--- config.mk ---
export PLATFORM = sky130hd
export DESIGN_NAME = sync_fifo_pt
export DESIGN_NICKNAME = d
export VERILOG_FILES = /design/src/rtl/sync_fifo_pt.sv
export SDC_FILE = /design/constraint.sdc
export NUM_CORES = 1
export LEC_CHECK = 0
export ABC_AREA = 1
export CAP_MARGIN = 20
export CORE_AREA = 5 5 132 134
export CTS_CLUSTER_DIAMETER = 100
export CTS_CLUSTER_SIZE = 12
export DETAILED_ROUTE_END_ITERATION = 16
export DIE_AREA = 0 0 137 139
export PLACE_DENSITY = 0.64
export SYNTH_ARGS = -nofsm -noshare
export SYNTH_HDL_FRONTEND = slang
export SYNTH_SLANG_ARGS = --single-unit
--- constraint.sdc ---
create_clock -name clk -period 2.6 [get_ports clk]
set_input_delay 0.52 -clock clk [delete_from_list [all_inputs] [get_ports clk]]
set_output_delay 0.52 -clock clk [all_outputs]
set_load 0.01 [all_outputs]
--- src/rtl/sync_fifo_pt.sv ---
// Synchronous FIFO with level/threshold status, ack/error pulses and sticky errors.
// Define SYNC_FIFO_FWFT_EN for first-word-fall-through reads; default is registered reads.
module sync_fifo_pt #(
  parameter int unsigned DATA_WIDTH = 16,
  parameter int unsigned DEPTH      = 8
) (
  input  logic                     clk,
  input  logic                     rst_n,
  input  logic                     wr_en,
  input  logic [DATA_WIDTH-1:0]    data_in,
  input  logic                     rd_en,
  input  logic [$clog2(DEPTH):0]   af_thresh,
  input  logic [$clog2(DEPTH):0]   ae_thresh,
  input  logic                     err_clr,
  output logic [DATA_WIDTH-1:0]    data_out,
  output logic                     rd_valid,
  output logic                     wr_ack,
  output logic                     overflow,
  output logic                     underflow,
  output logic                     ovf_sticky,
  output logic                     udf_sticky,
  output logic                     full,
  output logic                     empty,
  output logic                     almostfull,
  output logic                     almostempty,
  output logic [$clog2(DEPTH):0]   level
);

  localparam int unsigned AW = $clog2(DEPTH);
  localparam int unsigned LW = AW + 1;
  localparam logic [LW-1:0] DEPTH_L = LW'(DEPTH);

  logic [DATA_WIDTH-1:0] mem [DEPTH];
  logic [AW-1:0]         wr_ptr;
  logic [AW-1:0]         rd_ptr;
  logic                  rd_acc;
  logic                  wr_acc;

  // A write into a full FIFO is allowed when a read frees a slot on the same edge.
  assign rd_acc = rd_en && (level != '0);
  assign wr_acc = wr_en && ((level < DEPTH_L) || rd_acc);

  assign full        = (level == DEPTH_L);
  assign empty       = (level == '0);
  assign almostfull  = (level >= af_thresh);
  assign almostempty = (level <= ae_thresh);

  // Storage is deliberately left out of reset.
  always_ff @(posedge clk) begin
    if (wr_acc) begin
      mem[wr_ptr] <= data_in;
    end
  end

  always_ff @(posedge clk or negedge rst_n) begin
    if (!rst_n) begin
      wr_ptr     <= '0;
      rd_ptr     <= '0;
      level      <= '0;
      wr_ack     <= 1'b0;
      overflow   <= 1'b0;
      underflow  <= 1'b0;
      ovf_sticky <= 1'b0;
      udf_sticky <= 1'b0;
    end else begin
      if (wr_acc) begin
        wr_ptr <= AW'(wr_ptr + AW'(1));
      end
      if (rd_acc) begin
        rd_ptr <= AW'(rd_ptr + AW'(1));
      end
      case ({wr_acc, rd_acc})
        2'b10:   level <= LW'(level + LW'(1));
        2'b01:   level <= LW'(level - LW'(1));
        default: level <= level;
      endcase
      wr_ack    <= wr_acc;
      overflow  <= wr_en && !wr_acc;
      underflow <= rd_en && !rd_acc;
      // A new error on the clearing cycle wins over the clear.
      ovf_sticky <= (wr_en && !wr_acc) || (ovf_sticky && !err_clr);
      udf_sticky <= (rd_en && !rd_acc) || (udf_sticky && !err_clr);
    end
  end

`ifdef SYNC_FIFO_FWFT_EN
  // Head word is presented directly; gated to zero when empty so reset shows zero.
  assign data_out = empty ? '0 : mem[rd_ptr];
  assign rd_valid = !empty;
`else
  always_ff @(posedge clk or negedge rst_n) begin
    if (!rst_n) begin
      data_out <= '0;
      rd_valid <= 1'b0;
    end else begin
      rd_valid <= rd_acc;
      if (rd_acc) begin
        data_out <= mem[rd_ptr];
      end
    end
  end
`endif

endmodule
==> run_results.csv <==
group,metric,value,unit
outcome,status,"finished clean",
floorplan,io_pins,59,
sta,finalMaxSlewViolations,0,
sta,slew_headroom,0.457,
sta,worst_slack,0.0735,ns
grt,antenna_found_initial,0,
sta,timing.final.crit_share,0.972,
worst_setup_path,crit_chain,"clkdlybuf4s50_1 -> inv_1 -> ha_1 -> nand2_1 -> o21ai_0 -> o21ai_0 -> dlygate4sd2_1",
layout,fin_nets,797,
sta,final-setup-viol-count,0,
synthesis,synth_top_cells_by_area,"edfxtp_1 (54%), nand2_1 (12%), dfrtp_1 (11%)",
floorplan,die_area,19000,µm²
synthesis,synthCells,687,
power,vdd_drop_max,0.000578,V
sta,hold_viol_final,0,
detailed_routing,wirelength,15500,µm
worst_setup_path,worst-path-max-fanout,2,
floorplan,start_util,0.441,
worst_setup_path,endpoint_kind,"output port",
placed_design,place.port_buffers,58,
floorplan,die_w,137,µm
synthesis,async_flop_share,0.200,
flow_run,maxCapViolCount,0,
cts,clock_path_buffers,2,
floorplan,core,16200,µm²
cts,cts_tree,"done",
cts,cts_hold_buf,0,
sta,fin_skew,0.00693,ns
grt,grt_max_degree,66,
floorplan,die_h,139,µm
sta,tightest_slew,0.815,ns
detailed_routing,num_vias,4812,
grt,grt_usage,0.170,
power,p_switching,3260,µW
synthesis,synth_common_cells,"nand2_1 (220), edfxtp_1 (128), inv_1 (120), nand3_1 (88), dfrtp_1 (32)",
worst_setup_path,r2r_cells,12,
power,power_leakage,0.00380,µW
synthesis,avgSynthCellArea,10.4,µm²
cts,ctsHtreeMaxLevel,4,
synthesis,synth_nets,730,
synthesis,yosysSeqAreaShare,0.652,
power,power.internal,5940,µW
cts,clkLatencyLatePin,0.42,ns
placed_design,dp_hpwl,9000,µm
power,comb_power_share,0.369,
cts,cts_buffers,17,
detailed_routing,via_per_inst,4.88,
detailed_routing,drt_iter0_drc,323,
worst_setup_path,cpPeakStageDelay,0.46,ns
power,powerDensity,1070,nW/µm²
layout,drive_gt1_frac,0.0939,
synthesis,ys_ff_latch,160,
cts,post-cts-setup-buffer-count,0,
synthesis,yosysTopAreaCell,"edfxtp_1",
hold_path,hold_path.class,"in -> async",
sta,rsz0062_at_grt,"false",
synthesis,syn-cell-area,7130,µm²
layout,fillers,1404,
power,p_clk_frac,0.249,
power,switching_share,0.355,
cts,ctsResizeCount,2,
detailed_routing,ant_nets,0,
synthesis,yosysUniqueCellTypes,28,
sta,fmax,396,MHz
worst_setup_path,required,2.08,ns
power,finalPower,9200,µW
grt,grt_pass1_vias,4653,
grt,grt_pass1_wl,24600,µm
sta,period_minus_slack,2.53,ns
cts,cts_root_buf,"clkbuf_16",
placed_design,place_congestion,0.711,
worst_setup_path,crit_arrival,2.01,ns
synthesis,netlist.area_leader.share,0.539,
synthesis,yosysMostFrequentCell,"nand2_1",
worst_setup_path,startpoint_type,"primary input",
detailed_routing,wl_per_cell,15.7,µm
floorplan,rows,47,
placed_design,preCtsSetupSlack,-0.184,ns
synthesis,ys_warn_count,0,
worst_setup_path,critical_path_class,"in -> out",
layout,area_growth,20.6,%
cts,clkSlewWorstSetupHoldPaths,0.06,ns
detailed_routing,route.detailed.drc,0,
detailed_routing,dr.pass1.iters,4,
synthesis,synth_edf_count,128,
worst_setup_path,cpMostUsedCell,"o21ai_0",
synthesis,synth_ff_type,"edfxtp_1",
grt,gr-total-overflow,0,
cts,cts_num_sinks,160,
layout,diodes,0,
power,seqPwrFrac,0.382,
worst_setup_path,slowest_stage,"clkdlybuf4s50_1",
final cells by class:
class / instances / area (µm²) / share of cell area
multi-input combinational: 376 / 1850 / 0.215
clock buffer: 24 / 482 / 0.0561
tap: 220 / 275 / 0.0320
inverter: 123 / 467 / 0.0543
timing repair buffer: 76 / 808 / 0.0941
sequential: 160 / 4650 / 0.541
clock inverter: 8 / 63.8 / 0.00743
critical path, delay by kind of cell:
kind	cells	cell delay [ns]
AOI/OAI and AO/OA	2	0.33
and+or+nand+nor	1	0.07
buffers and inverters	3	0.81
adders and majority gates	1	0.28
through the flow:
step                instances   util  setup TNS, ns  hold slack, ns  area [µm²]
finish                    987  0.531              0           0.191        8590
global route              987  0.531              0           0.254        8590
CTS                       987  0.531              0           0.220        8590
detailed placement        955  0.498         -0.240           0.464        8050
global placement          955  0.498        -0.0814           0.462        8050
floorplan                 687      -              0           0.224        7130
power by group through the flow:
stage	Clock (µW)	Sequential [µW]	Combinational, µW
4_1_cts	2320	3520	3430
3_3_place_gp	0	3550	3310
3_5_place_dp	0	3570	3420
2_1_floorplan	0	3600	2120
5_1_grt	2450	3570	3770
6_report	2290	3520	3390
placed cells by master, fill, tap and decap left out, drive strengths merged, types with 3 or more instances in the layout:
master	synthesis	routed
nand3	106	106
nand2	223	223
edfxtp	128	128
ha	13	13
clkdlybuf4s50	0	55
inv	122	122
buf	22	19
xor2	3	3
nor2	14	14
clkinv	1	8
dfrtp	32	32
a21oi	3	3
o21ai	5	5
clkbuf	6	24
worst paths after layout:
kind,slack (ns),endpoint,start
worst max-delay path,0.07,almostempty,ae_thresh[3]
min in group clk,0.47,data_out[12],data_out[12]
worst min register to register,0.47,data_out[12],data_out[12]
worst max register to register,0.40,level[3],level[3]
max in group asynchronous,1.84,rd_ptr[0],rst_n
worst min-delay path,0.19,wr_ack,rst_n
registers in the layout, indices dropped and copies added, names as in the netlist, 3 cells and up:
name and flops:
data_out 16, level 4, mem 128, rd_ptr 3
wr_ptr 3
logic make-up after synthesis:
| family | synth area share |
|---|---|
| adders and majority gates | 0.0256 |
| xor gates and xnor gates | 0.00492 |
| buffers and inverters | 0.0887 |
| DFF | 0.652 |
| and+or+nand+nor | 0.221 |
| AOI/OAI and AO/OA | 0.00843 |
routing by layer:
layer | routed length, µm | global-route usage
met5 | 0 | 0
met4 | 273 | 0.0630
met2 | 7570 | 0.275
met1 | 6720 | 0.220
met3 | 962 | 0.0417
Note: power is estimated with default switching activity, not from simulation.
